**src/rtl/phase_arbiter.sv**
```systemverilog
`default_nettype none
// ============================================================================
// Module : phase_arbiter
// Round-robin green scheduler for a 4-approach intersection with latched walk.
// Rev    : 1.0
// ============================================================================
module phase_arbiter #(
  parameter int MIN_GREEN = 4,
  parameter int MAX_GREEN = 12,
  parameter int YELLOW    = 3,
  parameter int ALL_RED   = 1,
  parameter int WALK      = 6
) (
  input  logic       clock,
  input  logic       reset_n,
  input  logic [3:0] car_req,
  input  logic       ped_btn,
  output logic [3:0] green,
  output logic [3:0] yellow,
  output logic [3:0] red,
  output logic       walk,
  output logic [1:0] phase
);

  localparam int c_max_ab  = (MIN_GREEN > MAX_GREEN) ? MIN_GREEN : MAX_GREEN;
  localparam int c_max_cd  = (YELLOW > ALL_RED) ? YELLOW : ALL_RED;
  localparam int c_max_ce  = (c_max_cd > WALK) ? c_max_cd : WALK;
  localparam int c_max_all = (c_max_ab > c_max_ce) ? c_max_ab : c_max_ce;
  localparam int c_tw      = $clog2(c_max_all) + 1;

  localparam logic [c_tw-1:0] c_min_last  = c_tw'(MIN_GREEN - 1);
  localparam logic [c_tw-1:0] c_max_last  = c_tw'(MAX_GREEN - 1);
  localparam logic [c_tw-1:0] c_yel_last  = c_tw'(YELLOW - 1);
  localparam logic [c_tw-1:0] c_clr_last  = c_tw'(ALL_RED - 1);
  localparam logic [c_tw-1:0] c_walk_last = c_tw'(WALK - 1);

  typedef enum logic [2:0] {
    S_IDLE   = 3'd0,
    S_GREEN  = 3'd1,
    S_YELLOW = 3'd2,
    S_CLEAR  = 3'd3,
    S_WALK   = 3'd4
  } state_t;

  state_t          r_state;
  state_t          w_next;
  state_t          w_d_state;
  logic [c_tw-1:0] r_timer;
  logic            r_ped_pend;
  logic [1:0]      w_next_phase;
  logic [1:0]      w_d_phase;
  logic [1:0]      w_rr_idx;
  logic            w_rr_found;
  logic            w_conflict;
  logic            w_green_exit;
  logic [3:0]      w_green_nxt;
  logic [3:0]      w_yellow_nxt;

  // Scan from phase+4 down to phase+1 so the nearest requester after phase wins.
  always_comb begin
    w_rr_found = 1'b0;
    w_rr_idx   = phase;
    for (int k = 4; k >= 1; k--) begin
      if (car_req[phase + 2'(k)]) begin
        w_rr_found = 1'b1;
        w_rr_idx   = phase + 2'(k);
      end
    end
  end

  assign w_d_state = r_ped_pend ? S_WALK : (w_rr_found ? S_GREEN : S_IDLE);
  assign w_d_phase = (!r_ped_pend && w_rr_found) ? w_rr_idx : phase;

  assign w_conflict   = r_ped_pend | (|(car_req & ~(4'b0001 << phase)));
  assign w_green_exit = w_conflict && (r_timer >= c_min_last) &&
                        (!car_req[phase] || (r_timer >= c_max_last));

  always_comb begin
    w_next       = r_state;
    w_next_phase = phase;
    case (r_state)
      S_IDLE: begin
        w_next       = w_d_state;
        w_next_phase = w_d_phase;
      end
      S_GREEN:  if (w_green_exit) w_next = S_YELLOW;
      S_YELLOW: if (r_timer == c_yel_last) w_next = S_CLEAR;
      S_CLEAR: begin
        if (r_timer == c_clr_last) begin
          w_next       = w_d_state;
          w_next_phase = w_d_phase;
        end
      end
      S_WALK:   if (r_timer == c_walk_last) w_next = S_CLEAR;
      default:  w_next = S_IDLE;
    endcase
  end

  // Lamps are decoded from the next state so they change on the same edge as the state.
  assign w_green_nxt  = (w_next == S_GREEN)  ? (4'b0001 << w_next_phase) : 4'b0000;
  assign w_yellow_nxt = (w_next == S_YELLOW) ? (4'b0001 << w_next_phase) : 4'b0000;

  always_ff @(posedge clock or negedge reset_n) begin
    if (!reset_n) begin
      r_state    <= S_IDLE;
      phase      <= 2'd3;
      r_timer    <= '0;
      r_ped_pend <= 1'b0;
      green      <= 4'h0;
      yellow     <= 4'h0;
      red        <= 4'hF;
      walk       <= 1'b0;
    end else begin
      r_state <= w_next;
      phase   <= w_next_phase;
      if ((w_next != r_state) || (w_next == S_IDLE)) begin
        r_timer <= '0;
      end else if (!((r_state == S_GREEN) && (r_timer >= c_max_last))) begin
        r_timer <= r_timer + 1'b1;
      end
      // Entering WALK consumes the pending request even if the button is still held.
      r_ped_pend <= ((w_next == S_WALK) && (r_state != S_WALK)) ? 1'b0 : (r_ped_pend | ped_btn);
      green      <= w_green_nxt;
      yellow     <= w_yellow_nxt;
      red        <= ~(w_green_nxt | w_yellow_nxt);
      walk       <= (w_next == S_WALK);
    end
  end

endmodule
`default_nettype wire

```
**config.mk**
```make
export PLATFORM = sky130hd
export DESIGN_NAME = phase_arbiter
export DESIGN_NICKNAME = d
export VERILOG_FILES = /design/src/rtl/phase_arbiter.sv
export SDC_FILE = /design/constraint.sdc
export NUM_CORES = 1
export LEC_CHECK = 0
export ABC_AREA = 1
export CORE_UTILIZATION = 48
export CTS_BUF_LIST = sky130_fd_sc_hd__clkbuf_16
export DETAILED_ROUTE_END_ITERATION = 16
export GPL_TIMING_DRIVEN = 0
export MAX_ROUTING_LAYER = met4
export PLACE_DENSITY = 0.84
export SLEW_MARGIN = 20
export SYNTH_ARGS = -nofsm -noshare
export SYNTH_HDL_FRONTEND = slang
export SYNTH_SLANG_ARGS = --single-unit
```
**constraint.sdc**
```tcl
create_clock -name clock -period 2 [get_ports clock]
set_input_delay 0.3 -clock clock [delete_from_list [all_inputs] [get_ports clock]]
set_output_delay 0.3 -clock clock [all_outputs]
set_load 0.05 [all_outputs]
```
==> flow_summary.ini, run 1 <==
[route]
vias = 1379
drt-met1-wl_um = 1500
route.met3.wl_um = 94
wl_per_cell_um = 12.7
avgViaCountPerCell = 4.98
drc = 0
firstDrtPassIters = 4
drt-initial-drc-count = 81
wl_met2_um = 1890
wirelength_um = 3520
antenna_left = 0
top_layer = met4

[sta]
max_freq_mhz = 474
relSlewSlack_pct = 66.0
finalMaxSlewViolations = 0
worst_slew_pin_slew_ns = 0.509
setup_viol = 12
period_needed_ns = 2.11
fin_skew_ns = 0.00413
hold_viol = 0
rsz0062_at_grt = true
fin_ws_ns = -0.111
post-route-period-util_pct = 106

[synthesis]
avgSynthCellArea_um2 = 7.54
ys_ff_latch = 24
synth_warnings = 0
ys_seq_area_share_pct = 40.1
ys_types = 25
synth_area_mm2 = 0.00152
netlist_instances = 201
syn-num-nets = 216

[die]
core_area_mm2 = 0.00303
start_util_pct = 50.1
row_count = 20
dieHeight_um = 58.2
die_w_um = 58.2
ios = 22
dieArea_mm2 = 0.00339

[hold_path]
hold_path.class = input pin to asynchronous set/reset pin

[setup_path]
cp-startpoint = phase[0]
cp.buffers_inverters = 3
cp.arrival_ns = 2.28
crit_path_max_incr_delay_ns = 0.70
cp-end-kind = flop
path_delay_family = simple AND/OR/NAND/NOR gates
criticalPathCategory = flop to flop
cp_slowest_cell = dfstp_4
cp_common_cell = nor2_4
cp_cell_sequence = ha_4, inv_2, nand2_1, nand3_2, nor2_4, nor2_4, a21oi_4, nor2_4, buf_6, nor2_4, inv_2, nor3_2
regToRegStartpoint = phase[0]
worstPathRequired_ns = 2.17
critPathLaunchType = flop
cp_max_fo = 7

[cells_and_area]
final-seq-area_um2 = 616
fin_cells = 277
num_antenna_cells = 0
layout.nets = 249
drive_gt1_share_pct = 33.5
layout_commonest_cell = nand2_1
final_cell_mix = nand2_1, nor2_1, dfrtp_1, clkdlybuf4s50_1, inv_1
n_fill_cell = 226
multiInputGateArea_um2 = 961
syn_to_final_growth_pct = 41.0

[outcome]
violations = negative setup slack
status = complete, but fails checks

[clock_tree]
cts_buffer_depth = 2
clk_root_buffer_cell = clkbuf_16
cts_hold_buf = 0
clock_sinks = 24
ctsHtreeMaxLevel = 1
worstSkewPairLatency_ns = 0.25
cts_inserted_buffers = 3
clk_pin_slew_ns = 0.06
cts_tree = yes

[job]
drv_cap = 0

[global_route]
grt_start_max_net_pins = 25
antenna_found_initial = 0
grt_pass1_wl_um = 5250
grtUsageTotal_pct = 20.4
grt_overflow_total = 0
grt_pass1_vias = 1301

[power]
ir_drop_mv = 0.951
power.combinational.fraction_pct = 57.9
p_int_mw = 1.67
p_leak_nw = 1.00
powerDensity_mw_per_mm2 = 1490
swShare_pct = 47.5
p_switching_mw = 1.51
pwr-share-clk_pct = 17.5
power_frac_seq_pct = 24.6

[place]
dp_cells = 266
post-dp-hpwl_um = 2230
io_buffer_count = 21
gp_congestion = 0.874
pre_cts_slack_ns = -0.0839
path summary, 6_finish.rpt:
path / end / slack (ns) / depth (start not counted)
setup / recovery: green[3] / -0.11 / 12
hold / removal: r_timer[3] / 0.01 / 1
setup reg to reg: green[3] / -0.11 / 12
hold reg to reg: r_ped_pend / 0.55 / 2
max in group asynchronous: red[2] / 1.62 / 1
min in group clock: r_ped_pend / 0.55 / 2
synthesized netlist by cell type:
cell type / number / area share (%)
nand2_1: 61 / 15
nor2_1: 26 / 6.4
inv_1: 19 / 4.7
dfrtp_1: 18 / 30
nand3_1: 11 / 3.6
inv_2: 10 / 2.5
ha_1: 8 / 6.6
dfstp_2: 6 / 10
nand2_2: 6 / 2.5
nor2_4: 4 / 3.0
nor3_2: 4 / 2.6
o211ai_1: 4 / 2.0
xor2_1: 4 / 2.3
nor2_2: 3 / 1.2
a21boi_0: 2 / 0.99
a21oi_2: 2 / 1.2
nand3_2: 2 / 1.3
nand4_1: 2 / 0.82
nor3_1: 2 / 0.66
o21ai_0: 2 / 0.66
a21oi_1: 1 / 0.33
clkbuf_1: 1 / 0.25
o21ai_1: 1 / 0.33
o22ai_1: 1 / 0.41
or2_1: 1 / 0.41
cell type report:
cell class | count | share of cell area [%]
plain buffers | 1 | 0.176
flip-flops and latches | 24 | 28.8
repair buffers | 28 | 12.8
inverters | 29 | 5.79
well taps | 44 | 2.57
multi-input cells | 147 | 44.9
clock buffers | 3 | 3.51
clock inverters | 1 | 1.40
routing by layer:
layer	up-vias	GRT usage, %
li1	691	-
met1	652	24.4
met2	30	37.1
met3	6	0.893
met4	0	5.78
met5	-	-
power groups by stage:
stage / clock network [mW] / registers [mW] / logic (mW)
4_1_cts: 0.565 / 0.757 / 1.56
3_3_place_gp: 0 / 0.753 / 1.42
2_1_floorplan: 0 / 0.963 / 0.890
5_1_grt: 0.580 / 0.795 / 2.01
3_5_place_dp: 0 / 0.759 / 1.45
6_report: 0.557 / 0.783 / 1.84
repair_timing:
action	CTS	global route
pin swaps	9	23
cloned	0	0
setup buffers	4	3
setup endpoints to repair	16	18
gates resized for setup	16	35
endpoints found under the hold margin	0	0
worst reg2reg max path: cells and delay by family, from the launching register on:
family | cells | cell delay (ns)
buffers and inverters | 3 | 0.22
AND/OR/NAND/NOR | 7 | 0.78
AO/OA/AOI/OAI | 1 | 0.18
adder cells (fa/ha/maj) | 1 | 0.15
flip-flops | 1 | 0.70
state kept, by name (all words and copies together), names as in the netlist:
| signal | count |
|---|---|
| phase | 2 |
| r_ped_pend | 1 |
| yellow | 4 |
| r_state | 3 |
| walk | 1 |
| r_timer | 5 |
| red | 4 |
| green | 4 |
logic make-up after synthesis:
family	count (synthesis)	synth area share, %
AND/OR/NAND/NOR	122	37.7
buffers and inverters	30	7.43
flip-flops	24	40.1
AO/OA/AOI/OAI	13	5.86
adder cells (fa/ha/maj)	8	6.60
XOR/XNOR	4	2.31
stage by stage:
stage	instance area [um^2]	power, mW	utilization, %	hold WS [ns]	TNS (ns)
after detailed placement	1800	2.21	59.4	0.538	-0.573
after CTS	1980	2.88	65.5	0.552	-0.0567
after floorplan	1530	1.85	-	0.00441	0
after global placement	1800	2.17	59.4	0.490	-0.289
after global routing	2140	3.38	70.6	0.0554	-2.49
final	2140	3.18	70.6	0.0148	-0.744
Note: power is estimated with default switching activity, not from simulation.
==> run 2, diff against run 1 <==
--- a/config.mk
+++ b/config.mk
@@ -12,6 +12,7 @@
 export GPL_TIMING_DRIVEN = 0
 export MAX_ROUTING_LAYER = met4
 export PLACE_DENSITY = 0.84
+export REMOVE_ABC_BUFFERS = 1
 export SLEW_MARGIN = 20
 export SYNTH_ARGS = -nofsm -noshare
 export SYNTH_HDL_FRONTEND = slang
==> run 2 against run 1 <==
Against the previous run: sequential power is 6.8% lower; global-route usage is 0.089 points higher; the flow still finishes with violations (negative setup slack); power is 3.4% higher; largest cell class unchanged; register-to-register slack hardly changed; combinational power is 9% higher; non-clock buffer count is 6 higher; sequential share of layout area is 0.40 points lower.
==> flow_summary.ini, run 2 (same netlist as run 1, synthesis figures left out) <==
[die]
ios = 22
dieArea_mm2 = 0.00339
core_area_mm2 = 0.00303
start_util_pct = 50.1
die_w_um = 58.2
dieHeight_um = 58.2
row_count = 20

[setup_path]
reg2reg_slack_ns = -0.12
regToRegStartpoint = phase[0]
cp.arrival_ns = 2.27
reg2reg_to = r_timer[3]
criticalPathCategory = flop to flop
reg2reg_depth = 15
cp-end-kind = flop
critPathLaunchType = flop
worstPathRequired_ns = 2.14
cp_max_fo = 6

[route]
wirelength_um = 4130
wl_met2_um = 2130
antenna_left = 0
avgViaCountPerCell = 5.27
firstDrtPassIters = 4
drt-met1-wl_um = 1660
wl_per_cell_um = 14.5
top_layer = met4
route.met3.wl_um = 205
drt-initial-drc-count = 83
drc = 0
vias = 1498

[sta]
fin_ws_ns = -0.122
relSlewSlack_pct = 65.2
post-route-period-util_pct = 106
fin_skew_ns = 0.00550
finalMaxSlewViolations = 0
period_needed_ns = 2.12
fin_tns_setup_ns = -0.934
rsz0062_at_grt = true
hold_viol = 0
max_freq_mhz = 471
worst_slew_pin_slew_ns = 0.521
setup_viol = 15

[cells_and_area]
final_cell_mix = nand2_1, nor2_1, clkdlybuf4s50_1
regMostFlops = r_timer
final-seq-area_um2 = 608
design_area_mm2 = 0.00214
n_fill_cell = 203
layout_commonest_cell = nand2_1
multiInputGateArea_um2 = 937
largest_register_ffs = 5
syn_to_final_growth_pct = 41.3
drive_gt1_share_pct = 35.8
layout.nets = 256
num_antenna_cells = 0

[clock_tree]
cts_inserted_buffers = 3
ctsHtreeMaxLevel = 1
clk_root_buffer_cell = clkbuf_16
cts_hold_buf = 0
clock_sinks = 24
worstSkewPairLatency_ns = 0.26
cts_tree = yes
cts_buffer_depth = 2
clk_pin_slew_ns = 0.06

[power]
ir_drop_mv = 0.993
powerDensity_mw_per_mm2 = 1540
p_int_mw = 1.70
pwr-share-clk_pct = 17.0
swShare_pct = 48.3
power.combinational.fraction_pct = 60.8
p_total_mw = 3.29
p_switching_mw = 1.59
power_frac_seq_pct = 22.2
p_leak_nw = 1.04

[outcome]
status = complete, but fails checks
violations = negative setup slack

[place]
gp_congestion = 0.898
post-dp-hpwl_um = 2180
placed_area_mm2 = 0.00178
io_buffer_count = 21

[job]
drv_cap = 0

[hold_path]
hold_path.class = input pin to asynchronous set/reset pin

[global_route]
grt_pass1_wl_um = 5050
grtUsageTotal_pct = 20.4
grt_pass1_vias = 1244
antenna_found_initial = 0
grt_start_max_net_pins = 25
grt_overflow_total = 0
==> run 2: routing by layer <==
metal | GRT usage (%) | up-vias
li1 | - | 709
met1 | 22.8 | 703
met2 | 35.6 | 67
met3 | 3.35 | 19
met4 | 9.52 | 0
met5 | - | -
==> run 2: through the flow <==
step | setup WS, ns | hold slack, ns | cells | util, %
final | -0.122 | 0.00601 | 284 | 70.7
after global routing | -0.192 | 0.0552 | 284 | 70.7
after CTS | 0.00857 | 0.514 | 272 | 63.3
after detailed placement | -0.156 | 0.500 | 265 | 58.7
after global placement | -0.132 | 0.491 | 265 | 58.7
after floorplan | -0.116 | 0.00441 | 200 | -
==> run 2: worst max-delay path by stage <==
| stage | start | endpoint | slack (ns) | cells after the start |
|---|---|---|---|---|
| floorplan | phase[0] | yellow[2] | -0.12 | 11 |
| global placement | phase[0] | yellow[2] | -0.13 | 11 |
| detailed placement | phase[0] | yellow[2] | -0.16 | 11 |
| CTS | phase[1] | yellow[2] | 0.009 | 13 |
| global route | phase[0] | r_timer[2] | -0.19 | 14 |
| finish | phase[0] | r_timer[3] | -0.12 | 15 |
==> run 2: area by class of cell <==
class                   count  area share [%]
multi-input cells         148            43.8
flip-flops and latches     24            28.4
inverters                  29            5.43
clock inverters             1            1.40
repair buffers             35            15.0
well taps                  44            2.57
clock buffers               3            3.50
==> run 2: power groups by stage <==
stage               Combinational (mW)  Clock (mW)  Sequential (mW)
floorplan                        0.881           0            0.946
global placement                  1.41           0            0.734
detailed placement                1.43           0            0.737
CTS                               1.52       0.567            0.714
global route                      2.14       0.589            0.743
finish                            2.00       0.560            0.730
==> run 2: what timing repair did <==
item,CTS,global route
pin swaps,1,30
endpoints found under the setup margin,18,19
gates resized for setup,5,41
cloned,0,1
buffers inserted,3,11
==> run 2: critical path, stage by stage (launching register included) <==
cell and delay (ns):
dfstp_2 0.39, buf_6 0.14, buf_6 0.11, nand2_1 0.10, nand2_2 0.09, nor2_1 0.14, nand2_1 0.11, buf_4 0.15
nand3_1 0.09, nand2_1 0.07, nor2_2 0.19, nand2_1 0.08, nand2_1 0.07, nand2_1 0.07, nand2_2 0.13, nor2_1 0.06
==> run 3, diff against run 2 <==
--- a/config.mk
+++ b/config.mk
@@ -11,8 +11,9 @@
 export DETAILED_ROUTE_END_ITERATION = 16
 export GPL_TIMING_DRIVEN = 0
 export MAX_ROUTING_LAYER = met4
-export PLACE_DENSITY = 0.84
+export PLACE_DENSITY_LB_ADDON = 0.3
 export REMOVE_ABC_BUFFERS = 1
+export SETUP_SLACK_MARGIN = 0.2
 export SLEW_MARGIN = 20
 export SYNTH_ARGS = -nofsm -noshare
 export SYNTH_HDL_FRONTEND = slang
==> run 3 against run 2 <==
Against the previous run: the run still ends with negative setup slack left; clock skew fell by 0.0041 ns; cell count fell by 2.5%; largest cell class unchanged; sequential power barely moved; non-clock buffer count fell by 7; die area did not move; worst setup slack improved by 0.094 ns.
==> flow_summary.ini, run 3 (same netlist as run 1, synthesis figures left out) <==
[outcome]
status = complete, but fails checks
violations = negative setup slack

[clock_tree]
clock_sinks = 24
ctsHtreeMaxLevel = 1
clk_pin_slew_ns = 0.06
cts_inserted_buffers = 3
cts_tree = yes
cts_buffer_depth = 2
worstSkewPairLatency_ns = 0.25
cts_hold_buf = 0
clk_root_buffer_cell = clkbuf_16

[setup_path]
reg2reg_depth = 11
critPathLaunchType = flop
worstPathRequired_ns = 2.18
criticalPathCategory = flop to flop
crit_path_max_incr_delay_ns = 0.58
regToRegStartpoint = phase[0]
cp_slowest_cell = dfstp_2
reg2reg_slack_ns = -0.03
cp-end-kind = flop
cp_common_cell = nor2_2
cp_cell_sequence = inv_4, ha_2, o21ai_2, nor2_2, nor2_2, nand3_2, nand3_1, nand2_1, a21oi_2, nand2_2, nor2_2
path_delay_family = simple AND/OR/NAND/NOR gates
cp.buffers_inverters = 1
cp_max_fo = 7
cp.arrival_ns = 2.21
reg2reg_to = r_timer[4]

[global_route]
antenna_found_initial = 0
grt_overflow_total = 0
grt_pass1_vias = 1225
grtUsageTotal_pct = 21.8
grt_start_max_net_pins = 25
grt_pass1_wl_um = 5340

[die]
ios = 22
dieArea_mm2 = 0.00339
start_util_pct = 50.1
row_count = 20
core_area_mm2 = 0.00303
die_w_um = 58.2
dieHeight_um = 58.2

[job]
drv_cap = 0

[cells_and_area]
drive_gt1_share_pct = 36.5
final-seq-area_um2 = 608
n_fill_cell = 236
final_cell_mix = nand2_1, dfrtp_1, nor2_1
regMostFlops = r_timer
syn_to_final_growth_pct = 36.9
largest_register_ffs = 5
design_area_mm2 = 0.00208
multiInputGateArea_um2 = 946
num_antenna_cells = 0
layout_commonest_cell = nand2_1
layout.nets = 249
fin_cells = 277
final_util_pct = 68.6

[power]
p_int_mw = 1.50
power_frac_seq_pct = 24.4
pwr-share-clk_pct = 13.9
powerDensity_mw_per_mm2 = 1440
ir_drop_mv = 0.931
p_switching_mw = 1.50
p_leak_nw = 0.993
power.combinational.fraction_pct = 61.7
p_total_mw = 2.99
swShare_pct = 50.0

[sta]
finalMaxSlewViolations = 0
fin_skew_ns = 0.00144
relSlewSlack_pct = 65.7
rsz0062_at_grt = true
post-route-period-util_pct = 101
worst_slew_pin_slew_ns = 0.513
hold_viol = 0
setup_viol = 5
period_needed_ns = 2.03
fin_ws_ns = -0.0275
max_freq_mhz = 493

[place]
post-dp-hpwl_um = 2330
pre_cts_slack_ns = -0.128
gp_congestion = 0.867
dp_cells = 265
io_buffer_count = 21
placed_area_mm2 = 0.00178

[route]
vias = 1393
avgViaCountPerCell = 5.03
wl_per_cell_um = 13.3
wirelength_um = 3690
drt-initial-drc-count = 71
antenna_left = 0
firstDrtPassIters = 4
drc = 0

[hold_path]
hold_path.class = input pin to asynchronous set/reset pin
run 3: changes by cell type in the layout (fill, tap and decap cells not counted), moves of 2 or more:
| cell | previous run | this run |
|---|---|---|
| buf_4 | 12 | 2 |
| buf_6 | 2 | 5 |
| clkdlybuf4s50_1 | 19 | 14 |
| dlygate4sd2_1 | 0 | 6 |
| inv_1 | 14 | 12 |
| nand2_1 | 49 | 52 |
| nand2_2 | 15 | 12 |
| nand3_1 | 10 | 6 |
| nand3_2 | 2 | 7 |
| nor2_1 | 22 | 17 |
| nor2_2 | 5 | 11 |
run 3: how the worst max path moves through the flow:
stage	from	endpoint	slack [ns]	cells after the start
finish	phase[0]	r_timer[4]	-0.03	11
global route	phase[0]	r_timer[4]	-0.15	11
CTS	phase[0]	r_timer[0]	0.05	14
detailed placement	phase[0]	yellow[3]	-0.13	13
global placement	phase[0]	yellow[2]	-0.09	11
floorplan	phase[0]	yellow[2]	-0.12	11
run 3: metrics by stage:
| stage | TNS, ns | hold slack, ns |
|---|---|---|
| 2_1_floorplan | -0.966 | 0.00441 |
| 3_3_place_gp | -0.737 | 0.488 |
| 3_5_place_dp | -0.934 | 0.524 |
| 4_1_cts | 0 | 0.536 |
| 5_1_grt | -0.886 | 0.0599 |
| 6_report | -0.0606 | 0.0136 |
run 3: cell type report:
type                    count  share of cell area [%]
multi-input cells         148                    45.6
flip-flops and latches     24                    29.3
repair buffers             28                    13.0
inverters                  29                    5.73
clock buffers               3                    3.62
well taps                  44                    2.65
clock inverters             1                   0.181
run 3: routing by layer:
layer / share of wire [%] / GRT usage (%) / up-vias
li1: - / - / 691
met1: 44 / 28.0 / 658
met2: 51 / 36.3 / 36
met3: 3.4 / 2.68 / 8
met4: 1.6 / 6.12 / 0
met5: 0 / - / -
run 3: repair_timing:
action                                  4_1_cts  5_1_grt
pin swaps                                     8       22
gates cloned                                  1        0
gates resized for setup                      26       34
endpoints found under the setup margin       25       19
buffers inserted                              3        4
run 3: power by group through the flow:
stage	Combinational, mW	Sequential, mW	Clock (mW)
2_1_floorplan	0.881	0.946	0
6_report	1.85	0.729	0.417
3_5_place_dp	1.45	0.738	0
5_1_grt	2.00	0.740	0.447
4_1_cts	1.66	0.718	0.426
3_3_place_gp	1.43	0.733	0
